--- src/rtl/conv_window_mac.sv ---
// Sequential MAC engine: one window/filter dot product per handshake, K*K cycles each,
// assembling the stride-1 valid-convolution output map into a flat result register.
//
// state   | meaning
// --------+---------------------------------------------------------------
// S_IDLE  | ready for a window/filter pair
// S_MAC   | one element product accumulated per cycle
// S_STORE | accumulator written into result slot out_idx
// S_DONE  | last slot of the frame stored; done pulses for this cycle
module conv_window_mac #(
    parameter int kernel_size = 2,
    parameter int data_width  = 4,
    parameter int data_height = 4,
    parameter int point_width = 8,
    parameter int acc_width   = 20
) (
    input  logic                                     clock,
    input  logic                                     reset,
    input  logic                                     window_valid,
    output logic                                     window_ready,
    input  logic [point_width*kernel_size*kernel_size-1:0] window,
    input  logic [point_width*kernel_size*kernel_size-1:0] filter,
    output logic [acc_width*(data_width-kernel_size+1)*(data_height-kernel_size+1)-1:0] result,
    output logic                                     busy,
    output logic                                     done
);
    localparam int KK    = kernel_size * kernel_size;
    localparam int OW    = data_width - kernel_size + 1;
    localparam int OH    = data_height - kernel_size + 1;
    localparam int NPTS  = OW * OH;
    localparam int E_W   = $clog2(KK + 1);
    localparam int IDX_W = $clog2(NPTS + 1);
    localparam int VEC_W = point_width * KK;
    localparam int RES_W = acc_width * NPTS;

    typedef enum logic [1:0] {S_IDLE, S_MAC, S_STORE, S_DONE} state_t;

    state_t                        state_q, state_d;
    logic [E_W-1:0]                e_q, e_d;
    logic [IDX_W-1:0]              out_idx_q, out_idx_d;
    logic signed [acc_width-1:0]   acc_q, acc_d;
    logic [VEC_W-1:0]              win_q, win_d;
    logic [VEC_W-1:0]              filt_q, filt_d;
    logic [RES_W-1:0]              result_q, result_d;
    logic                          window_ready_q, window_ready_d;
    logic                          busy_q, busy_d;
    logic                          done_q, done_d;
    logic signed [2*point_width-1:0] prod;

    always_comb begin
        state_d   = state_q;
        e_d       = e_q;
        out_idx_d = out_idx_q;
        acc_d     = acc_q;
        win_d     = win_q;
        filt_d    = filt_q;
        result_d  = result_q;
        prod      = $signed(win_q[int'(e_q)*point_width +: point_width]) *
                    $signed(filt_q[int'(e_q)*point_width +: point_width]);

        case (state_q)
            S_IDLE: begin
                if (window_valid && window_ready_q) begin
                    win_d   = window;
                    filt_d  = filter;
                    acc_d   = '0;
                    e_d     = '0;
                    state_d = S_MAC;
                end
            end
            S_MAC: begin
                acc_d = acc_q + acc_width'(prod);
                e_d   = e_q + E_W'(1);
                if (e_q == E_W'(KK - 1)) begin
                    state_d = S_STORE;
                end
            end
            S_STORE: begin
                result_d[int'(out_idx_q)*acc_width +: acc_width] = acc_q;
                if (out_idx_q == IDX_W'(NPTS - 1)) begin
                    out_idx_d = '0;
                    state_d   = S_DONE;
                end else begin
                    out_idx_d = out_idx_q + IDX_W'(1);
                    state_d   = S_IDLE;
                end
            end
            S_DONE: begin
                state_d = S_IDLE;
            end
            default: begin
                state_d = S_IDLE;
            end
        endcase

        // Status outputs are registered decodes of the next state.
        window_ready_d = (state_d == S_IDLE);
        busy_d         = (state_d != S_IDLE);
        done_d         = (state_d == S_DONE);
    end

    always_ff @(posedge clock) begin
        if (!reset) begin
            state_q        <= S_IDLE;
            e_q            <= '0;
            out_idx_q      <= '0;
            acc_q          <= '0;
            win_q          <= '0;
            filt_q         <= '0;
            result_q       <= '0;
            window_ready_q <= 1'b0;
            busy_q         <= 1'b0;
            done_q         <= 1'b0;
        end else begin
            state_q        <= state_d;
            e_q            <= e_d;
            out_idx_q      <= out_idx_d;
            acc_q          <= acc_d;
            win_q          <= win_d;
            filt_q         <= filt_d;
            result_q       <= result_d;
            window_ready_q <= window_ready_d;
            busy_q         <= busy_d;
            done_q         <= done_d;
        end
    end

    assign window_ready = window_ready_q;
    assign busy         = busy_q;
    assign done         = done_q;
    assign result       = result_q;
endmodule
--- config.mk ---
export PLATFORM = sky130hd
export DESIGN_NAME = conv_window_mac
export DESIGN_NICKNAME = d
export VERILOG_FILES = /design/src/rtl/conv_window_mac.sv
export SDC_FILE = /design/constraint.sdc
export NUM_CORES = 1
export LEC_CHECK = 0
export ABC_AREA = 1
export ABC_CLOCK_PERIOD_IN_PS = 5500
export CAP_MARGIN = 5
export CORE_MARGIN = 5
export CORE_UTILIZATION = 50
export CTS_BUF_LIST = sky130_fd_sc_hd__clkbuf_4 sky130_fd_sc_hd__clkbuf_8
export CTS_CLUSTER_SIZE = 30
export DETAILED_ROUTE_END_ITERATION = 8
export HOLD_SLACK_MARGIN = 0.05
export PLACE_DENSITY = 0.79
export SLEW_MARGIN = 10
export SYNTH_ARGS = -nofsm -noshare
export SYNTH_HDL_FRONTEND = slang
export SYNTH_SLANG_ARGS = --single-unit
--- constraint.sdc ---
create_clock -name clock -period 5.5 [get_ports clock]
set_input_delay 0.825 -clock clock [delete_from_list [all_inputs] [get_ports clock]]
set_output_delay 0.825 -clock clock [all_outputs]
set_load 0.01 [all_outputs]
# Word level (Yosys, flattened, before mapping)
# Cells that the tools add are included.
# classes
addsub,4
n_mul,2
eq_ne,7
n_shift,4
mux,10
n_reduce_logical,7
# op_table
cell,count
$bwmux W180,1
$shift A20 B33 Y180 const A,1
$shiftx A20 B33 Y180,1
$shiftx A32 B7 Y8,2
$pmux W20 S2,1
$neg A9 Y33,1
$add A20 B16 Y20,1
$mux W20,1
$mul A8 B8 Y16,1
$pmux W2 S4,1
$mul A4 B3 Y7 const B,1
$eq A2 B2 Y1 const B,3
$mux W2,3
$pmux W3 S2,1
$add A4 B1 Y4 const B,1
$eq A4 B4 Y1 const B,1
$logic_not A2 Y1,2
$mux W4,1
$reduce_and A2 Y1,2
$reduce_bool A2 Y1,2
$add A3 B1 Y3 const B,1
$eq A3 B2 Y1 const B,1
$mux W3,1
$eq A2 B1 Y1 const B,1
2 further kinds,2
# word_totals
regBits,276
in_bits,67
wordCells,44

# Logic depth before layout (Yosys ltp)
# Gate-level depths: netlist (run 1).
# logic_depth
depth_word,4
mapped_depth,29
ltp_nobuf,27

# Least setup slack after synthesis (run 1)
# Ideal clock, no wire load.
# synth_timing
path_type,flip-flop to flip-flop
from,register e_q[0]
to,register acc_q[19]
setup_ns,0.132
t_arrival_ns,5.412
t_required_ns,5.368
slack_ns,-0.044
path_stages_with_launch,27
n_path_buf,3
period_less_slack_ns,5.544
path_cell_list,dfxtp_1 > clkbuf_1 > clkbuf_1 > clkbuf_1 > nand2_1 > nand3_1 > nand3_1 > inv_1 > nand2_1 > fa_1 > fa_1 > inv_1 > fa_1 > fa_1 > inv_1 > fa_1 > inv_1 > ha_1 > inv_1 > nor3_1 > nand3_1 > nand3_1 > nand2_1 > nand2_1 > nand3_1 > nand3_1 > a21oi_1
# synth_between
elab_chain_len,4
word_cells_on_any_way,5
# synth_rtl
item,line_no,rtl
"start, declared",39,"logic [E_W-1:0] e_q, e_d;"
"start signal, assigned",105,e_q <= '0;
"start signal, assigned",116,e_q <= e_d;
$shiftx A32 B7 Y8 (on tied branches),"58, 59",
$mul A8 B8 Y16 (*),58,prod = $signed(win_q[int'(e_q)*point_width +: point_width]) *
$add A20 B16 Y20 (*),72,acc_d = acc_q + acc_width'(prod);
$pmux W20 S2 (*),61,case (state_q)
"end signal, assigned",107,acc_q <= '0;
"end signal, assigned",118,acc_q <= acc_d;
"end, declared",41,"logic signed [acc_width-1:0] acc_q, acc_d;"
# Mark *: on every way between the ends. The rest lies on a longest branch, timed or not.
# A chain may end at the register's enable or synchronous reset.

# Worst setup path after layout (run 1)
# layout_timing
from,register e_q[1]
to,register acc_q[18]
# Same word-level chain as after synthesis.

==> results.toml, run 1 <==
[floorplanning]
die_area_sq_um = 39000
ios = 250
core_sq_um = 34600
die_w_um = 198
start_util_pct = 50.8
rows = 68
die_h_um = 198

[flow_run]
drv_cap = 0

[logic_synthesis]
synthFlopType = "dfxtp_1"
ys_warn_count = 0
synth_area_leaders = "dfxtp_1, nand2_1, nor2_1"
syn_inst = 2637
yosysSeqAreaShare_pct = 31.4
ys_seq_elements = 276
synth_largest_area_cell = "dfxtp_1"
ys_types = 47
avgSynthCellArea_sq_um = 6.67
async_flop_share_pct = 0
synth.most_common_cell = "nand2_1"
syn_nets = 2848
synth_top_area_share_pct = 31.4
synth_edf_count = 0
synth_area_sq_um = 17600
synthTopCellsByCount = "nand2_1, nor2_1, inv_1"

[cts]
htree_levels = 2
numClockSinks = 276
clkLatencyLatePin_ns = 0.61
cts_tree = "yes"
cts-root-buf = "clkbuf_8"
hold_buffers = 0
cts_inserted_buffers = 46
path_clk_slew_ns = 0.07
clockBufferDepth = 3

[power]
ir_drop_mv = 0.209
p_total_mw = 5.39
power_leakage_nw = 9.95
p_per_area_nw_per_um2 = 244

[timing]
fmax_mhz = 189
fin_hold_ws_ns = 0.447
timing.final.hold_violations = 0
fin_skew_ns = 0.0398
fin_tns_setup_ns = 0
maxSlewViolCount = 0
setup_ws_ns = 0.223
fin_crit_sh_pct = 96.0
setup_viol = 0
slew-limit-headroom_pct = 24.3
tightest_slew_ns = 1.13
fin_crit_ns = 5.28

[worst_setup_path]
worstSetupEndpointType = "flop"
reg2reg_from = "e_q[1]"
worst-setup-path-type = "reg2reg"
required_ns = 5.96
startpoint = "e_q[1]"
worst_setup_path_start_kind = "flop"
crit_fanout = 10
arrival_ns = 5.74

[place]
hpwl_mm = 46.4
dpl_cell_area_sq_um = 20700
dp_cells = 3302
post-place-ws_ns = -0.0128
io_buffer_count = 249
gp_congestion = 0.989

[global_routing]
grt_antenna_before_repair = 0
first_global_vias = 17336
grt_max_degree = 221
grt_use_total_pct = 29.8
grt_pass1_wl_mm = 93.7
grt_overflow_total = 0

[cells_and_area]
stdcell_area_sq_um = 22100
final_util_pct = 63.7
layout-drive-gt1-share_pct = 9.48
register_area_sq_um = 5530
fin_cells = 3387
num-nets-final = 3110
n_fill_cell = 3126
area_growth_pct = 25.4
n_antenna_cell = 0
multi_input_area_sq_um = 10600

[route]
viasPerCell = 5.36
wl_per_cell_um = 17.8
first_iter_violations = 1714
drtAntennaViolNets = 0
vias = 18145
routed_wl_mm = 60.1
dr.pass1.iters = 8
drc_errors = 0

[hold_path]
min-delay-path-class = "reg2reg"
min_from = "result[32]"

[status]
status = "finished clean"
[worst max-delay path: stages, from the launching register on]
cell	delay, ns
dfxtp_4	0.38
inv_1	0.07
buf_4	0.14
a21oi_1	0.05
a221o_1	0.40
or2_2	0.31
fa_2	0.62
fa_2	0.53
buf_4	0.19
fa_1	0.53
inv_1	0.06
fa_1	0.48
ha_1	0.31
ha_1	0.38
nand2_1	0.12
nor4_1	0.20
nand2_1	0.12
nand2_1	0.08
nand2_1	0.04
nand3_1	0.06
a21oi_1	0.06
[cells by family (layout without fill, tap and decap cells)]
family          count (synthesis)  count (layout)  synth area share (%)
simple gates                 1429            1429                  33.8
buf+inv                       432             727                  9.66
compound gates                349             349                  10.6
flops                         276             276                  31.4
fa+ha+maj                     144             144                  14.0
xor+xnor                        7               7                 0.455
[metal layers]
layer  vias up  routed length (um)  track usage [%]
met5         -                   0                0
met4         0                1590             8.37
met3       115                5070             5.51
met2       780               28200             49.6
met1      8473               25300             39.8
li1       8777                   -                -
[worst paths after layout]
check        cells past startpoint          to  slack, ns
min reg2reg                      2  result[32]       0.45
max                             20   acc_q[18]       0.22
min                              2  result[32]       0.45
max reg2reg                     20   acc_q[18]       0.22
[area by class of cell]
| cell class | instances | share of cell area, % |
|---|---|---|
| inverters | 319 | 5.46 |
| multi-input cells | 1929 | 47.9 |
| well taps | 455 | 2.58 |
| clock buffers | 69 | 4.05 |
| repair buffers | 327 | 14.2 |
| clock inverters | 12 | 0.783 |
| flip-flops and latches | 276 | 25.1 |
[registers in the layout, indices dropped and copies added (netlist names)]
register	flops
window_ready	1
e_q	3
busy	1
win_q	32
state_q	2
result	180
done	1
acc_q	20
filt_q	32
out_idx_q	4
[cell usage in the layout (no fill, tap or decap), types with 16 or more instances in the layout]
cell type | synthesis | layout
dfxtp_1 | 276 | 274
nor2_2 | 18 | 21
nand3_1 | 143 | 141
buf_4 | 9 | 72
o21ai_1 | 10 | 16
nand2_2 | 14 | 16
clkdlybuf4s50_1 | 0 | 248
ha_1 | 55 | 47
fa_1 | 89 | 85
o21ai_0 | 193 | 186
nand2_1 | 650 | 648
nor3_1 | 18 | 16
nor2_1 | 510 | 505
clkbuf_8 | 0 | 60
nand4_1 | 34 | 34
inv_1 | 309 | 305
a21oi_1 | 112 | 106
[power by group]
part / switching [mW] / internal, mW
Sequential: 0.0469 / 2.05
Combinational: 0.677 / 0.511
Clock: 0.873 / 1.23
Total: 1.60 / 3.79
[repair_timing]
| item | 4_1_cts | 5_1_grt |
|---|---|---|
| setup buffers | 1 | 3 |
| setup endpoints to repair | 4 | 11 |
| pin swaps | 0 | 9 |
| cloned | 0 | 0 |
| resized for setup | 3 | 51 |
No activity file was read; power rests on OpenSTA's default activity.
==> run 2: changes to the inputs <==
Settings changed: ABC_CLOCK_PERIOD_IN_PS 5500 to 5200, PLACE_DENSITY 0.79 to 0.71.
Clock period 5.5 ns to 5.2 ns, I/O delays scaled along.
==> run 2 against run 1 <==
Net effect: the flow now finishes with violations (negative setup slack); critical path depth rose by 2; final area increased by 4.0%; combinational power rose by 33%; clock-buffer cell count up 5; first-iteration DRC count down 14%; non-clock buffer count rose by 48; hold slack lost 0.0037 ns.
==> results.toml, run 2 (synthesis gave the netlist of run 1 again) <==
[worst_setup_path]
worst-setup-path-type = "reg2reg"
cpPeakStageDelay_ns = 0.55
worst_setup_path_start_kind = "flop"
worst_path_max_delay_cell = "fa_1"
crit_chain = "inv_6, buf_4, o21ai_0, o22ai_1, buf_4, nand2_1, fa_1, fa_1, inv_1, fa_1, fa_1, inv_1, fa_1, inv_2, ha_4, a21oi_4, nand2_4, a21oi_2, o21bai_1, a21oi_1, o21ai_2, a21oi_1"
required_ns = 5.72
crit_fanout = 6
cp_common_cell = "fa_1"
arrival_ns = 5.77
worstSetupEndpointType = "flop"

[global_routing]
grt_overflow_total = 0
first_global_vias = 17111
grt_antenna_before_repair = 0
grt_pass1_wl_mm = 93.1
grt_max_degree = 77
grt_use_total_pct = 29.8

[timing]
maxSlewViolCount = 0
fin_crit_sh_pct = 101
rsz0062_at_grt = "yes"
setup_viol = 3
fmax_mhz = 191
fin_skew_ns = 0.0432
slew-limit-headroom_pct = 25.5
setup_ws_ns = -0.0466
fin_crit_ns = 5.25
fin_tns_setup_ns = -0.131
timing.final.hold_violations = 0
tightest_slew_ns = 1.12

[floorplanning]
start_util_pct = 50.8
die_w_um = 198
die_area_sq_um = 39000
die_h_um = 198
rows = 68
ios = 250
core_sq_um = 34600

[cts]
numClockSinks = 276
clkLatencyLatePin_ns = 0.64
cts_tree = "yes"
hold_buffers = 0
clockBufferDepth = 3
htree_levels = 2
cts-root-buf = "clkbuf_8"
path_clk_slew_ns = 0.06
cts_inserted_buffers = 47

[place]
hpwl_mm = 46.7
post-place-ws_ns = -0.319
dp_cells = 3334
io_buffer_count = 249
dpl_cell_area_sq_um = 21000
gp_congestion = 0.964

[cells_and_area]
n_fill_cell = 3122
fin_cells = 3440
multi_input_area_sq_um = 11000
n_antenna_cell = 0
register_area_sq_um = 5530
final_cell_mix = "nand2_1, nor2_1, inv_1, dfxtp_1, clkdlybuf4s50_1"
largest_reg_flops = 180
final_common_cell = "nand2_1"
final_util_pct = 66.3
area_growth_pct = 30.4
stdcell_area_sq_um = 22900
layout-drive-gt1-share_pct = 13.7
num-nets-final = 3159

[route]
routed_wl_mm = 60.8
dr.pass1.iters = 5
drtAntennaViolNets = 0
viasPerCell = 5.28
wl_per_cell_um = 17.7
vias = 18176
first_iter_violations = 1477
drc_errors = 0

[power]
power_leakage_nw = 10.3
p_per_area_nw_per_um2 = 263
ir_drop_mv = 0.235

[status]
violations = "negative setup slack"
status = "finished with violations"

[flow_run]
drv_cap = 0

[hold_path]
min-delay-path-class = "reg2reg"
run 2: cell count changes in the layout (fill, tap and decap cells not counted), moves of 12 or more:
cell,before,now
ha_1,47,33
nand2_1,648,634
nand3_1,141,129
buf_4,72,112
ha_4,7,21
a21oi_1,106,94
inv_1,305,293
run 2: cell type report:
cell class	count	area share, %
clock buffers	74	4.08
clock inverters	12	0.665
inverters	319	5.30
multi-input cells	1929	48.0
flip-flops and latches	276	24.1
well taps	455	2.48
repair buffers	375	15.4
run 2: layer usage:
metal  vias up  part of all wire (%)  GRT usage (%)
met1      8454                    44           41.6
met3       104                   9.3           8.19
met2       749                    44           45.7
met4         0                   2.4           8.26
met5         -                     0              0
li1       8869                     -              -
run 2: timing repair:
action                     4_1_cts  5_1_grt
pin swaps                        9       63
setup buffers                    3       14
setup endpoints to repair       11       12
gates cloned                     1        2
resized for setup               47      116
run 2: path summary, 6_finish.rpt:
check                                 from          to  slack [ns]  cells past startpoint
worst max-delay path                e_q[0]   acc_q[14]       -0.05                     22
worst min-delay path            result[97]  result[97]        0.44                      2
worst max register to register      e_q[0]   acc_q[14]       -0.05                     22
worst min register to register  result[97]  result[97]        0.44                      2
run 2: through the flow:
| step | power (mW) | hold slack [ns] |
|---|---|---|
| after global routing | 6.32 | 0.472 |
| final | 6.03 | 0.444 |
| after detailed placement | 3.47 | 0.439 |
| after global placement | 3.44 | 0.437 |
| after floorplan | 2.97 | 0.449 |
| after CTS | 5.76 | 0.449 |
run 2: worst max-delay path: cells and delay by family, from the launching register on:
kind | cells | cell delay (ns)
AO/OA/AOI/OAI | 8 | 1.21
flip-flops | 1 | 0.39
adder cells (fa/ha/maj) | 6 | 2.80
AND/OR/NAND/NOR | 2 | 0.19
buffers and inverters | 6 | 0.53
run 2: power by group:
group	total (mW)	switching, mW	leakage, nW	internal, mW
logic	1.58	0.855	7.44	0.722
clock network	2.23	0.929	0.581	1.30
registers	2.22	0.0532	2.23	2.17
total	6.03	1.84	10.3	4.19
